$ cat src/rtl/ft245_sync_tx_if.sv
// Fabric-side word port and FT2232H 245-synchronous FIFO pins for ft245_sync_tx.
// The slave modport is the transmit engine; the master modport is the fabric/device side.
interface ft245_sync_tx_if #(
  parameter int DATA_WIDTH = 32,
  parameter int DEPTH      = 16
);
  logic [DATA_WIDTH-1:0]    s_data;
  logic                     s_valid;
  logic                     s_ready;
  logic                     txe_n;
  logic [7:0]               data;
  logic                     wr_n;
  logic                     rd_n;
  logic                     oe_n;
  logic                     siwu_n;
  logic [$clog2(DEPTH):0]   level;
  logic                     busy;

  modport slave (
    input  s_data, s_valid, txe_n,
    output s_ready, data, wr_n, rd_n, oe_n, siwu_n, level, busy
  );

  modport master (
    output s_data, s_valid, txe_n,
    input  s_ready, data, wr_n, rd_n, oe_n, siwu_n, level, busy
  );
endinterface

$ cat src/rtl/ft245_sync_tx.sv
// FT2232H 245-synchronous transmit engine: word FIFO -> byte serialiser -> byte holding register,
// one byte per comm_clk while TXE# permits, plus a one-shot SIWU# flush after the link idles.
module ft245_sync_tx #(
  parameter int DATA_WIDTH    = 32,
  parameter int DEPTH         = 16,
  parameter int MSB_FIRST     = 0,
  parameter int FLUSH_TIMEOUT = 64
) (
  input  logic                comm_clk,
  input  logic                rst,
  ft245_sync_tx_if.slave      bus
);
  localparam int NB = DATA_WIDTH / 8;
  localparam int AW = $clog2(DEPTH);
  localparam int LW = AW + 1;
  localparam int BW = $clog2(NB + 1);
  localparam int CW = (FLUSH_TIMEOUT > 0) ? $clog2(FLUSH_TIMEOUT + 1) : 1;

  logic [DATA_WIDTH-1:0] r_mem [DEPTH];
  logic [AW-1:0]         r_wptr;
  logic [AW-1:0]         r_rptr;
  logic [LW-1:0]         r_level;
  logic                  r_rst_done;
  logic [DATA_WIDTH-1:0] r_ser_word;
  logic [BW-1:0]         r_ser_cnt;
  logic [7:0]            r_data;
  logic                  r_wr_n;
  logic [CW-1:0]         r_idle_cnt;
  logic                  r_armed;
  logic                  r_siwu_n;

  logic                  w_s_ready;
  logic                  w_push;
  logic                  w_pop;
  logic                  w_xfer;
  logic                  w_hold_take;
  logic                  w_ser_give;
  logic                  w_ser_empty_next;
  logic                  w_idle;
  logic                  w_fire;
  logic [7:0]            w_ser_byte;
  logic [DATA_WIDTH-1:0] w_ser_shift;

  assign w_s_ready   = r_rst_done && (r_level < LW'(DEPTH));
  assign w_push      = bus.s_valid && w_s_ready;
  assign w_xfer      = !r_wr_n && !bus.txe_n;
  // Holding register accepts a new byte when empty or when its byte leaves this edge.
  assign w_hold_take = r_wr_n || w_xfer;
  assign w_ser_give  = w_hold_take && (r_ser_cnt != '0);
  assign w_ser_empty_next = (r_ser_cnt == '0) || (w_ser_give && (r_ser_cnt == BW'(1)));
  assign w_pop       = w_ser_empty_next && (r_level != '0);

  assign w_ser_byte  = (MSB_FIRST != 0) ? r_ser_word[DATA_WIDTH-1 -: 8] : r_ser_word[7:0];
  assign w_ser_shift = (MSB_FIRST != 0) ? (r_ser_word << 8) : (r_ser_word >> 8);

  assign w_idle = r_armed && r_wr_n && (r_ser_cnt == '0) && (r_level == '0);
  assign w_fire = (FLUSH_TIMEOUT != 0) && w_idle && !w_push &&
                  (r_idle_cnt == CW'(FLUSH_TIMEOUT - 1));

  always_ff @(posedge comm_clk) begin
    if (w_push) r_mem[r_wptr] <= bus.s_data;
  end

  always_ff @(posedge comm_clk or posedge rst) begin
    if (rst) begin
      r_wptr     <= '0;
      r_rptr     <= '0;
      r_level    <= '0;
      r_rst_done <= 1'b0;
    end else begin
      r_rst_done <= 1'b1;
      if (w_push) r_wptr <= r_wptr + 1'b1;
      if (w_pop)  r_rptr <= r_rptr + 1'b1;
      r_level <= r_level + LW'(w_push) - LW'(w_pop);
    end
  end

  always_ff @(posedge comm_clk or posedge rst) begin
    if (rst) begin
      r_ser_word <= '0;
      r_ser_cnt  <= '0;
    end else if (w_pop) begin
      r_ser_word <= r_mem[r_rptr];
      r_ser_cnt  <= BW'(NB);
    end else if (w_ser_give) begin
      r_ser_word <= w_ser_shift;
      r_ser_cnt  <= r_ser_cnt - 1'b1;
    end
  end

  always_ff @(posedge comm_clk or posedge rst) begin
    if (rst) begin
      r_data <= '0;
      r_wr_n <= 1'b1;
    end else if (w_hold_take) begin
      if (r_ser_cnt != '0) begin
        r_data <= w_ser_byte;
        r_wr_n <= 1'b0;
      end else begin
        r_wr_n <= 1'b1;
      end
    end
  end

  // Idle counter saturates at FLUSH_TIMEOUT; the cycle after the pulse disarms until the next transfer.
  always_ff @(posedge comm_clk or posedge rst) begin
    if (rst) begin
      r_idle_cnt <= '0;
      r_armed    <= 1'b0;
      r_siwu_n   <= 1'b1;
    end else begin
      r_siwu_n <= !w_fire;
      if (w_xfer) begin
        r_armed    <= 1'b1;
        r_idle_cnt <= '0;
      end else if (w_push) begin
        r_idle_cnt <= '0;
      end else if ((FLUSH_TIMEOUT != 0) && (r_idle_cnt == CW'(FLUSH_TIMEOUT))) begin
        r_idle_cnt <= '0;
        r_armed    <= 1'b0;
      end else if (w_idle && (r_idle_cnt < CW'(FLUSH_TIMEOUT))) begin
        r_idle_cnt <= r_idle_cnt + 1'b1;
      end
    end
  end

  assign bus.s_ready = w_s_ready;
  assign bus.data    = r_data;
  assign bus.wr_n    = r_wr_n;
  assign bus.rd_n    = 1'b1;
  assign bus.oe_n    = 1'b1;
  assign bus.siwu_n  = r_siwu_n;
  assign bus.level   = r_level;
  assign bus.busy    = (r_level != '0) || (r_ser_cnt != '0) || !r_wr_n;
endmodule
$ cat src/flat_wrapper.sv
// flat-port wrapper written by rule: the top's interface ports become plain ports
module ft245_sync_tx_flat 
#(
  parameter int DATA_WIDTH    = 32,
  parameter int DEPTH         = 16,
  parameter int MSB_FIRST     = 0,
  parameter int FLUSH_TIMEOUT = 64
)
  (comm_clk, rst, bus_s_data, bus_s_valid, bus_txe_n, bus_s_ready, bus_data, bus_wr_n, bus_rd_n, bus_oe_n, bus_siwu_n, bus_level, bus_busy);
  ft245_sync_tx_if #(.DATA_WIDTH(DATA_WIDTH), .DEPTH(DEPTH)) bus_i ();
  input  logic comm_clk;
  input  logic rst;
  input wire logic [$bits(bus_i.s_data)-1:0] bus_s_data;
  input wire logic [$bits(bus_i.s_valid)-1:0] bus_s_valid;
  input wire logic [$bits(bus_i.txe_n)-1:0] bus_txe_n;
  output wire logic [$bits(bus_i.s_ready)-1:0] bus_s_ready;
  output wire logic [$bits(bus_i.data)-1:0] bus_data;
  output wire logic [$bits(bus_i.wr_n)-1:0] bus_wr_n;
  output wire logic [$bits(bus_i.rd_n)-1:0] bus_rd_n;
  output wire logic [$bits(bus_i.oe_n)-1:0] bus_oe_n;
  output wire logic [$bits(bus_i.siwu_n)-1:0] bus_siwu_n;
  output wire logic [$bits(bus_i.level)-1:0] bus_level;
  output wire logic [$bits(bus_i.busy)-1:0] bus_busy;
  assign bus_i.s_data = bus_s_data;
  assign bus_i.s_valid = bus_s_valid;
  assign bus_i.txe_n = bus_txe_n;
  assign bus_s_ready = bus_i.s_ready;
  assign bus_data = bus_i.data;
  assign bus_wr_n = bus_i.wr_n;
  assign bus_rd_n = bus_i.rd_n;
  assign bus_oe_n = bus_i.oe_n;
  assign bus_siwu_n = bus_i.siwu_n;
  assign bus_level = bus_i.level;
  assign bus_busy = bus_i.busy;
  ft245_sync_tx #(.DATA_WIDTH(DATA_WIDTH), .DEPTH(DEPTH), .MSB_FIRST(MSB_FIRST), .FLUSH_TIMEOUT(FLUSH_TIMEOUT)) u_core (.comm_clk(comm_clk), .rst(rst), .bus(bus_i));
endmodule
$ cat config.mk
export PLATFORM = sky130hd
export DESIGN_NAME = ft245_sync_tx_flat
export DESIGN_NICKNAME = d
export VERILOG_FILES = /design/src/rtl/ft245_sync_tx_if.sv /design/src/rtl/ft245_sync_tx.sv /design/src/flat_wrapper.sv
export SDC_FILE = /design/constraint.sdc
export NUM_CORES = 1
export LEC_CHECK = 0
export CAP_MARGIN = 10
export CORE_MARGIN = 10
export CORE_UTILIZATION = 39
export CTS_CLUSTER_SIZE = 30
export DETAILED_ROUTE_END_ITERATION = 6
export GPL_ROUTABILITY_DRIVEN = 0
export PLACE_DENSITY_LB_ADDON = 0.2
export SLEW_MARGIN = 20
export SYNTH_ARGS = -nofsm -noshare
export SYNTH_HDL_FRONTEND = slang
export SYNTH_SLANG_ARGS = --single-unit
$ cat constraint.sdc
create_clock -name comm_clk -period 2.7 [get_ports comm_clk]
set_input_delay 0.405 -clock comm_clk [delete_from_list [all_inputs] [get_ports comm_clk]]
set_output_delay 0.405 -clock comm_clk [all_outputs]
set_load 0.02 [all_outputs]
After elaboration in Yosys (flattened, before gate mapping)
Memory sizes are Yosys's and may differ from the RTL's. Cells that the tools add are included.

$add $sub $neg: 6. Order comparisons: 2. Eq/ne operators: 4. Multiplexer cells: 14. Reductions and logical operators: 29.

Operator list (count): 2-to-1 mux 32 bit (2); 2-to-1 mux 7 bit (4); logical AND 1 bit (12); adder 4 x 1 -> 4 bit (second input constant) (2); adder 7 x 1 -> 7 bit (second input constant) (1); equality test 7 x 6 -> 1 bit (second input constant) (1); equality test 7 bit (second input constant) (1); < comparator 7 bit (second input constant) (1); 2-to-1 mux 1 bit (6); 2-to-1 mux 3 bit (2); adder 5 x 1 -> 5 bit (1); logical NOT 5 bit (1); < comparator 5 bit (second input constant) (1); nonzero test 5 bit (1); subtractor 5 x 1 -> 5 bit (1); logical NOT 1 bit (4); logical OR 1 bit (4); AND reduction 2 bit (2); nonzero test 2 bit (2); nonzero test 4 bit (1); equality test 3 x 1 -> 1 bit (second input constant) (1); logical NOT 3 bit (1); nonzero test 3 bit (1); subtractor 3 x 1 -> 3 bit (second input constant) (1); inequality test 2 bit (second input constant) (1).

Flip-flop bits (word level): 67. Memory bits (writable): 512. Input port bits: 36. Memories kept: 1.

Memory list: u_core.r_mem (depth 16, width 32, rd ports 1, clocked after Yosys merged registers in 0, write ports 1, RTL line ft245_sync_tx.sv:19) `logic [DATA_WIDTH-1:0] r_mem [DEPTH];`.

Logic depth before layout (Yosys ltp)
Gate-level depths: netlist of the first run.

Depth in word-level cells: 8. Gate-level depth with buffers: 17.

Least setup slack after synthesis of the first run
No wires, ideal clock.

Kind: reg-to-reg. Start point: register u_core.r_level[2] (netlist: u_core.bus.level[2]). End point: register u_core.r_level[4] (netlist: u_core.bus.level[4]). Library setup time: 0.080 ns. Data arrival time: 3.049 ns. Slack: -0.429 ns. Stages on the path, launching flop included: 18. Path buffers: 2. Period minus slack after synthesis: 3.129 ns. Cells stage by stage: dfrtp_1 inv_1 ha_1 or4b_4 buf_6 or2b_2 or2_1 buf_4 inv_1 ha_1 inv_1 ha_1 inv_1 fa_1 inv_1 a21oi_1 o21bai_1 xnor2_1.

RTL lines: start, declared (RTL line ft245_sync_tx.sv:22) `logic [LW-1:0] r_level;`; start signal, assigned (RTL line ft245_sync_tx.sv:74) `r_level <= r_level + LW'(w_push) - LW'(w_pop);`; nonzero test 5 bit (RTL line ft245_sync_tx.sv:51) `assign w_pop = w_ser_empty_next && (r_level != '0);`; logical AND 1 bit (RTL line ft245_sync_tx.sv:51); net u_core.w_pop (RTL line ft245_sync_tx.sv:34) `logic w_pop;`; subtractor 5 x 1 -> 5 bit (RTL line ft245_sync_tx.sv:74).

The timed path passes the listed nets, and every way through them passes these cells. A chain may end at the register's enable or synchronous reset.

Worst setup path in the final report of the first run
Start point: register u_core.r_level[2] (netlist: u_core.bus.level[2]). End point: output port bus_busy.

Word-level cells in the longest chain between the ends: 3.

RTL lines: nonzero test 5 bit (RTL line ft245_sync_tx.sv:134) `assign bus.busy = (r_level != '0) || (r_ser_cnt != '0) || !r_wr_n;`; logical OR 1 bit (2 in a row) (RTL line ft245_sync_tx.sv:134); end, declared (RTL line flat_wrapper.sv:23) `output wire logic [$bits(bus_i.busy)-1:0] bus_busy;`.

Every way passes these cells.

==> impl_metrics.csv, run 1 <==
group,metric,value,unit
yosys,synth_area_leaders,"edfxtp_1 (68%), mux4_2 (11%), dfrtp_1 (7.2%), mux2i_1 (3.2%), mux2_2 (2.7%)",
drt,viasPerCell,5.30,
final_layout,drive_gt1_share,28.8,%
power_and_ir_drop,peakVddDrop,0.520,mV
final_layout,area_growth,17.8,%
yosys,synth_top_area_share,67.9,%
run_status,status,"finished with violations",
power_and_ir_drop,power_leakage,0.00900,uW
critical_path,cp-end-kind,"primary output",
global_route,antenna_found_initial,0,
yosys,async_flop_share,11.6,%
yosys,yosysWarnings,0,
critical_path,crit_arrival,2.32,ns
critical_path,required,2.30,ns
timing,fin_crit_sh,101,%
critical_path,startpoint_type,"register",
clock_tree,htree_levels,2,
clock_tree,cts_tree,"done",
die,initial_utilization,39.3,%
critical_path,worstPathCellList,"inv_2 -> ha_2 -> or4b_4 -> buf_6 -> or3_4 -> buf_6",
die,die_width,261,um
timing,finalCriticalPeriod,2.73,ns
final_layout,fillerInstances,4826,
final_layout,instances_no_fill,2065,
yosys,synth-edff-count,512,
critical_path,critPathMaxStageDelay,0.46,ns
yosys,synth_top_flop_cell,"edfxtp_1",
yosys,synth-seq-cells,579,
global_route,grt_pass1_wl,77200,um
clock_tree,clkSinkCount,579,
critical_path,crit_top_cell,"buf_6",
critical_path,critPathKind,"register to primary output",
yosys,synth_common_cells,"edfxtp_1 (512), mux4_2 (109), mux2i_1 (72)",
timing,worst_slack,-0.0281,ns
die,core_area,57600,um2
timing,tightest_slew,0.643,ns
timing,rsz0062_at_grt,"yes",
placed_design,hpwl,30300,um
yosys,synth_cell_types,51,
placed_design,placed_cells,1951,
final_layout,regArea,17100,um2
timing,setup_viol,1,
global_route,overflow,0,
run_status,failed_checks,"setup timing",
placed_design,placed_area,24800,um2
final_layout,finish.instance_area,26700,um2
placed_design,pre_cts_slack,0.0278,ns
drt,routed_wl,51600,um
drt,firstDrtPassIters,4,
timing,max_clock_freq,367,MHz
yosys,synth_area_leader_cell,"edfxtp_1",
yosys,syn_area,22700,um2
global_route,grt_max_degree,40,
drt,drtAntennaViolNets,0,
timing,hold_viol_final,0,
critical_path,path_delay_family,"simple AND/OR/NAND/NOR gates",
yosys,synth.most_common_cell,"edfxtp_1",
critical_path,critPathMaxFanout,2,
yosys,avgSynthCellArea,20.4,um2
clock_tree,clk_latency,0.61,ns
worst_hold_path,holdCritPathClass,"input port to asynchronous set/reset pin",
drt,routedWlPerCell,25.0,um
yosys,ys_seq_area_share,75.3,%
critical_path,cp.buffers_inverters,3,
yosys,synth_cells,1113,
drt,dr_total_vias,10900,
global_route,grt_pass1_vias,11600,
final_layout,multi_input_area,5320,um2
final_layout,nNetsFinal,1304,
job,drv_cap,0,
drt,drcViolationCount,0,
final_layout,n_antenna_cell,0,
die,io-pin-count,55,
placed_design,port_buffers,52,
timing,slew_viol_final,0,
clock_tree,cts_root_buf,"clkbuf_16",
power_and_ir_drop,p_total,26200,uW
timing,clock_skew,0.0154,ns
clock_tree,clk_pin_slew,0.06,ns
clock_tree,cts_inserted_buffers,59,
die,dieArea,68100,um2
clock_tree,clockBufferDepth,3,
die,num_rows,88,
die,die_y,261,um
critical_path,crit_slowest_cell,"or4b_4",
global_route,track_usage,15.3,%
power_and_ir_drop,power_density,981,nW/um2
drt,drt_iter0_markers,828,
timing,relSlewSlack,57.0,%
[metal layers]
| metal | up-vias | part of all wire [%] | track usage, % |
|---|---|---|---|
| li1 | 4805 | - | - |
| met1 | 5826 | 45 | 21.0 |
| met2 | 248 | 49 | 25.0 |
| met3 | 67 | 4.4 | 2.67 |
| met4 | 0 | 2.1 | 4.06 |
| met5 | - | 0 | 0 |
[cells in the final DEF, fill, tap and decap left out, types with 6 or more instances in the layout]
master and instances:
clkbuf_1 10, xnor2_1 10, o21ai_0 8, dfrtp_1 59
clkbuf_16 60, ha_1 13, nor2_1 11, and2_2 16
mux2i_1 72, buf_12 24, o22ai_1 34, mux2_2 55
clkdlybuf4s50_1 51, nand2_1 17, a21oi_1 30, clkinv_1 16
edfxtp_1 512, buf_4 56, mux4_2 109, nand2b_1 6
clkinv_2 13, inv_1 13, nor3_1 9, o31ai_1 8
[layout make-up]
type,instances,area share [%]
flip-flops and latches,579,64.0
clock inverters,37,0.947
well taps,765,3.59
multi-input cells,457,19.9
inverters,21,0.309
repair buffers,133,5.37
clock buffers,73,5.92
[what timing repair did]
| item | CTS | global route |
|---|---|---|
| hold buffers | 0 | 0 |
| setup buffers | 3 | 1 |
| resized for setup | 8 | 2 |
| setup endpoints to repair | 1 | 3 |
| pin swaps | 0 | 2 |
[final timing paths]
kind | from | end | slack, ns | cells after the start
setup / recovery | u_core.bus.level[2] | bus_busy | -0.03 | 6
hold / removal | rst | u_core.bus.level[1] | 0.18 | 2
setup reg to reg | u_core.bus.level[2] | u_core.bus.level[4] | 0.04 | 15
hold reg to reg | u_core.r_ser_word[5] | u_core.bus.data[5] | 0.50 | 1
max in group asynchronous | rst | u_core.bus.siwu_n | 1.85 | 3
min in group comm_clk | u_core.r_ser_word[5] | u_core.bus.data[5] | 0.50 | 1
[state kept, by name (all words and copies together), names as in the netlist]
| name | cells |
|---|---|
| u_core.r_ser_cnt | 3 |
| u_core.bus.siwu_n | 1 |
| u_core.r_armed | 1 |
| u_core.bus.wr_n | 1 |
| u_core.r_idle_cnt | 7 |
| u_core.r_wptr | 4 |
| u_core.bus.level | 5 |
| u_core.r_rptr | 4 |
| u_core.r_ser_word | 32 |
| u_core.r_mem | 512 |
| u_core.bus.data | 8 |
| u_core.r_rst_done | 1 |
[through the flow]
step | util [%] | hold WS (ns) | setup TNS [ns]
final | 46.4 | 0.182 | -0.0281
after global routing | 46.4 | 0.213 | -0.205
after CTS | 46.3 | 0.171 | -0.0790
after detailed placement | 43.1 | 0.483 | 0
after global placement | 43.1 | 0.482 | 0
after floorplan | - | 0.445 | -0.278
[cell families (layout without fill, tap and decap cells)]
kind of cell               count (synthesis)  count (layout)  share of synthesized area, %
AOI/OAI and AO/OA                         95              95                          2.57
and+or+nand+nor                           91              91                          2.24
buffers and inverters                     79             264                          1.60
xor gates and xnor gates                  15              15                         0.580
DFF                                      579             579                          75.3
other                                      1               3                        0.0166
adders and majority gates                 17              17                         0.972
muxes                                    236             236                          16.8
[power breakdown]
part | total, uW | switching [uW] | internal, uW | leakage (uW)
logic | 7480 | 3730 | 3750 | 0.00267
registers | 11000 | 616 | 10400 | 0.00544
clock network | 7680 | 3350 | 4330 | 0.000890
No activity file was read; power rests on OpenSTA's default activity.
==> run 2, diff against run 1 <==
ABC_AREA = 1   (was default)
SLEW_MARGIN = default   (was 20)
==> impl_metrics.csv, run 2 <==
group,metric,value,unit
run_status,status,"completed",
die,die_width,267,um
timing,hold_viol_final,0,
clock_tree,clockBufferDepth,3,
placed_design,placed_cells,2878,
final_layout,nNetsFinal,2212,
global_route,antenna_found_initial,2,
final_layout,finish.instance_area,27500,um2
yosys,yosysWarnings,0,
power_and_ir_drop,p_total,27700,uW
yosys,synth.most_common_cell,"nand2_1",
clock_tree,clkSinkCount,579,
timing,fin_crit_sh,91.1,%
global_route,grt_pass1_vias,14900,
final_layout,largest_reg_flops,512,
placed_design,port_buffers,52,
yosys,synth_area_leader_cell,"edfxtp_1",
final_layout,fillerInstances,5432,
timing,relSlewSlack,52.1,%
die,io-pin-count,55,
worst_hold_path,holdCritPathClass,"input port to asynchronous set/reset pin",
global_route,grt_pass1_wl,94900,um
clock_tree,cts_post_setup_buffers_inserted,0,
global_route,track_usage,17.5,%
timing,max_clock_freq,406,MHz
final_layout,area_growth,15.7,%
critical_path,r2r_cells,14,
clock_tree,cts_tree,"done",
yosys,syn_area,23700,um2
critical_path,startpoint_type,"register",
critical_path,rrSetupSlack,0.24,ns
clock_tree,cts_root_buf,"clkbuf_16",
critical_path,reg2reg_to,"u_core.bus.level[4]",
critical_path,required,3.20,ns
power_and_ir_drop,power_leakage,0.0104,uW
critical_path,cp-end-kind,"register",
timing,tightest_slew,0.716,ns
final_layout,drive_gt1_share,8.62,%
yosys,synth_common_cells,"nand2_1 (782), edfxtp_1 (512), nand3_1 (322)",
final_layout,final_cell_mix,"nand2_1 (782), edfxtp_1 (512), nand3_1 (322)",
die,dieArea,71100,um2
drt,firstDrtPassIters,5,
final_layout,instances_no_fill,2987,
drt,dr_total_vias,15400,
yosys,synth_cell_types,33,
final_layout,n_antenna_cell,0,
yosys,async_flop_share,11.6,%
drt,drtAntennaViolNets,0,
timing,finalCriticalPeriod,2.46,ns
drt,drt_iter0_markers,1467,
critical_path,critPathKind,"register to register",
global_route,grt_max_degree,85,
yosys,ys_seq_area_share,71.9,%
timing,setup_viol,0,
critical_path,worstReg2RegStart,"u_core.bus.wr_n",
clock_tree,cts_inserted_buffers,61,
yosys,avgSynthCellArea,11.4,um2
placed_design,placed_area,25600,um2
timing,clock_skew,0.0201,ns
clock_tree,htree_levels,2,
drt,routedWlPerCell,21.0,um
drt,viasPerCell,5.14,
yosys,synth_area_leaders,"edfxtp_1 (65%), nand2_1 (12%), dfrtp_1 (6.9%), nand3_1 (6.8%), buf_2 (1.5%)",
yosys,synth_cells,2085,
critical_path,critPathMaxFanout,5,
clock_tree,clk_pin_slew,0.06,ns
job,drv_cap,0,
die,core_area,60200,um2
drt,drcViolationCount,0,
drt,routed_wl,62600,um
power_and_ir_drop,power_density,1010,nW/um2
yosys,synth_top_area_share,64.8,%
clock_tree,clk_latency,0.63,ns
timing,hold_slack,0.173,ns
die,die_y,267,um
global_route,overflow,0,
timing,rsz0062_at_grt,"no",
yosys,synth-edff-count,512,
critical_path,crit_arrival,2.96,ns
placed_design,hpwl,35200,um
die,initial_utilization,39.4,%
final_layout,top_register,"u_core.r_mem",
die,num_rows,90,
timing,slew_viol_final,0,
power_and_ir_drop,peakVddDrop,0.544,mV
yosys,synth-seq-cells,579,
final_layout,layout_commonest_cell,"nand2_1",
yosys,synth_top_flop_cell,"edfxtp_1",
## run 2: cell types whose count changed in the layout (fill, tap and decap cells not counted), moves of 34 or more
cell	change
mux2i_1	-72
o22ai_1	-34
mux2_2	-55
nand2_1	+765
nand3_1	+317
mux4_2	-109
nor2_1	+56
inv_1	+47
## run 2: final cells by class
type | count | area, um2 | area share, %
clock inverter | 26 | 238 | 0.866
multi-input combinational | 1325 | 5940 | 21.6
timing repair buffer | 123 | 1350 | 4.92
tap | 782 | 978 | 3.56
clock buffer | 83 | 1630 | 5.93
sequential | 579 | 17100 | 62.1
inverter | 69 | 268 | 0.975
## run 2: through the flow
stage          TNS (ns)  worst slack [ns]  utilization [%]
6_report              0             0.239             45.6
5_1_grt               0            0.0129             45.6
4_1_cts               0             0.208             45.6
3_5_place_dp    -0.0914           -0.0914             42.5
3_3_place_gp     -0.119            -0.119             42.5
2_1_floorplan   -176.93            -0.447                -
## run 2: metal layers
metal | routed length, um | track usage [%] | vias up
met4 | 966 | 3.65 | 2
li1 | - | - | 7257
met2 | 29400 | 28.1 | 450
met1 | 28300 | 24.8 | 7562
met5 | 13 | 0 | -
met3 | 3820 | 2.76 | 80
## run 2: kinds of logic after synthesis
group                    Yosys count  synth area share, %
other                              1               0.0158
flip-flops                       579                 71.9
XOR/XNOR                          10                0.369
adder cells (fa/ha/maj)           17                0.928
AO/OA/AOI/OAI                     76                 1.72
buffers and inverters            183                 3.70
AND/OR/NAND/NOR                 1219                 21.4
## run 2: worst max-delay path by stage
stage | start | slack [ns] | endpoint
after global placement | bus_txe_n | -0.12 | u_core.bus.level[4]
final | u_core.bus.wr_n | 0.24 | u_core.bus.level[4]
after detailed placement | bus_txe_n | -0.09 | u_core.bus.level[4]
after CTS | u_core.bus.wr_n | 0.21 | u_core.bus.level[4]
after global routing | u_core.r_ser_cnt[1] | 0.01 | u_core.bus.level[4]
after floorplan | u_core.bus.level[4] | -0.45 | u_core.r_mem[0][0]
## run 2: timing repair
| action | in CTS | in global routing |
|---|---|---|
| setup endpoints to repair | 1 | 0 |
| hold buffers | 0 | 0 |
| hold endpoints to repair | 0 | 0 |
| gates resized for setup | 1 | 0 |
## run 2: critical path, cell delays in order (launching register included)
cell     delay (ns)
dfstp_2        0.56
inv_1          0.06
nand2_1        0.10
nand2_1        0.06
nand2_1        0.10
nand2_4        0.06
inv_2          0.05
ha_1           0.22
inv_1          0.05
ha_1           0.16
inv_1          0.06
fa_1           0.40
o21ai_0        0.20
a21oi_1        0.10
xor2_1         0.14
## run 2: where the power goes
part           internal [uW]  total, uW  switching, uW  leakage (uW)
Sequential             10400      10900            497       0.00545
Clock                   4490       7920           3430      0.000900
Combinational           2690       8850           6150       0.00405
==> run 3, diff against run 2 <==
CELL_PAD_IN_SITES_DETAIL_PLACEMENT = 0   (was default)
CELL_PAD_IN_SITES_GLOBAL_PLACEMENT = 1   (was default)
TNS_END_PERCENT = 30   (was default)
==> impl_metrics.csv, run 3 (same netlist as run 2, synthesis figures left out) <==
group,metric,value,unit
run_status,status,"completed",
job,drv_cap,0,
global_route,grt_pass1_wl,95900,um
timing,fin_crit_sh,92.3,%
timing,setup_viol,0,
final_layout,instances_no_fill,2999,
global_route,grt_pass1_vias,15100,
clock_tree,clk_latency,0.64,ns
drt,routed_wl,63000,um
drt,drcViolationCount,0,
drt,drt_iter0_markers,1175,
final_layout,area_growth,16.6,%
global_route,antenna_found_initial,0,
critical_path,required,3.20,ns
timing,rsz0062_at_grt,"no",
final_layout,largest_reg_flops,512,
worst_hold_path,holdCritPathClass,"input port to asynchronous set/reset pin",
timing,tightest_slew,0.702,ns
clock_tree,cts_tree,"done",
critical_path,worstPathCellList,"inv_1 -> ha_1 -> nand2_1 -> nand2_1 -> nand2_4 -> inv_2 -> ha_1 -> inv_1 -> ha_1 -> inv_1 -> fa_1 -> o21ai_0 -> a21oi_1 -> xor2_1",
critical_path,critPathMaxStageDelay,0.40,ns
die,dieArea,71100,um2
timing,max_clock_freq,401,MHz
final_layout,finish.instance_area,27700,um2
drt,dr_total_vias,15200,
clock_tree,clockBufferDepth,3,
clock_tree,htree_levels,2,
clock_tree,clkSinkCount,579,
drt,drtAntennaViolNets,0,
clock_tree,cts_inserted_buffers,61,
global_route,grt_max_degree,106,
critical_path,worstReg2RegStart,"u_core.r_ser_cnt[0]",
placed_design,port_buffers,52,
critical_path,crit_arrival,3.00,ns
die,num_rows,90,
drt,firstDrtPassIters,5,
final_layout,nNetsFinal,2221,
clock_tree,clk_pin_slew,0.06,ns
critical_path,cp-end-kind,"register",
critical_path,startpoint_type,"register",
power_and_ir_drop,power_density,1020,nW/um2
final_layout,final_cell_mix,"nand2_1 (782), edfxtp_1 (512), nand3_1 (322)",
critical_path,reg2reg_to,"u_core.bus.level[4]",
critical_path,crit_slowest_cell,"fa_1",
final_layout,top_register,"u_core.r_mem",
global_route,overflow,0,
timing,clock_skew,0.0220,ns
timing,slew_viol_final,0,
global_route,track_usage,17.9,%
critical_path,rrSetupSlack,0.21,ns
timing,worst_slack,0.208,ns
die,core_area,60200,um2
die,initial_utilization,39.4,%
final_layout,n_antenna_cell,0,
placed_design,placed_area,25700,um2
critical_path,critPathMaxFanout,4,
critical_path,r2r_cells,14,
timing,finalCriticalPeriod,2.49,ns
timing,hold_viol_final,0,
clock_tree,cts_root_buf,"clkbuf_16",
placed_design,pre_cts_slack,0.0101,ns
placed_design,hpwl,36400,um
critical_path,critPathKind,"register to register",
final_layout,layout_commonest_cell,"nand2_1",
power_and_ir_drop,power_leakage,0.0105,uW
placed_design,placed_cells,2887,
timing,relSlewSlack,53.1,%
die,die_y,267,um
power_and_ir_drop,peakVddDrop,0.781,mV
drt,routedWlPerCell,21.0,um
die,io-pin-count,55,
final_layout,drive_gt1_share,9.52,%
drt,viasPerCell,5.07,
die,die_width,267,um
==> run 3: layout make-up <==
cell class	count	area, um2
clock buffers	78	1640
clock inverters	34	349
fillers	5467	32600
inverters	69	267
multi-input cells	1325	5940
flip-flops and latches	579	17100
well taps	782	978
repair buffers	132	1420
==> run 3: routing by layer <==
layer / wire length (um) / vias up / global-route usage, %
met5: 0 / - / 0
met4: 1190 / 0 / 4.64
met3: 3020 / 81 / 2.35
met2: 30200 / 328 / 29.5
met1: 28600 / 7490 / 24.5
li1: - / 7291 / -
==> run 3: worst max-delay path by stage <==
stage | depth (start not counted) | to | slack (ns) | start
floorplan | 5 | u_core.r_mem[0][0] | -0.45 | u_core.bus.level[4]
global placement | 14 | u_core.bus.level[4] | -0.04 | bus_txe_n
detailed placement | 14 | u_core.bus.level[4] | 0.01 | bus_txe_n
CTS | 6 | bus_busy | 0.05 | u_core.bus.level[2]
global route | 14 | u_core.bus.level[4] | 0.02 | u_core.r_ser_cnt[0]
finish | 14 | u_core.bus.level[4] | 0.21 | u_core.r_ser_cnt[0]
==> run 3: per-stage QoR <==
stage	hold WS [ns]	utilization, %	total power [uW]	setup TNS (ns)
after floorplan	0.442	-	16800	-201.97
after global placement	0.463	42.6	20100	-0.0414
after detailed placement	0.465	42.6	20100	0
after CTS	0.138	45.9	28500	0
after global routing	0.214	45.9	29900	0
final	0.153	45.9	28200	0
==> run 3: worst max-delay path: cells and delay by family, from the launching register on <==
| kind | cells | cell delay [ns] |
|---|---|---|
| compound gates | 2 | 0.28 |
| xor+xnor | 1 | 0.15 |
| buf+inv | 4 | 0.25 |
| fa+ha+maj | 4 | 1.00 |
| simple gates | 3 | 0.33 |
| flops | 1 | 0.37 |
==> run 3: where the power goes <==
group | total, uW | internal, uW | switching (uW)
clock network | 8310 | 4850 | 3470
logic | 8980 | 2760 | 6220
registers | 10900 | 10400 | 485
==> run 3: timing repair <==
item	4_1_cts	5_1_grt
setup endpoints to repair	0	1
hold buffers	0	0
gates resized for setup	0	1
setup buffers	0	0
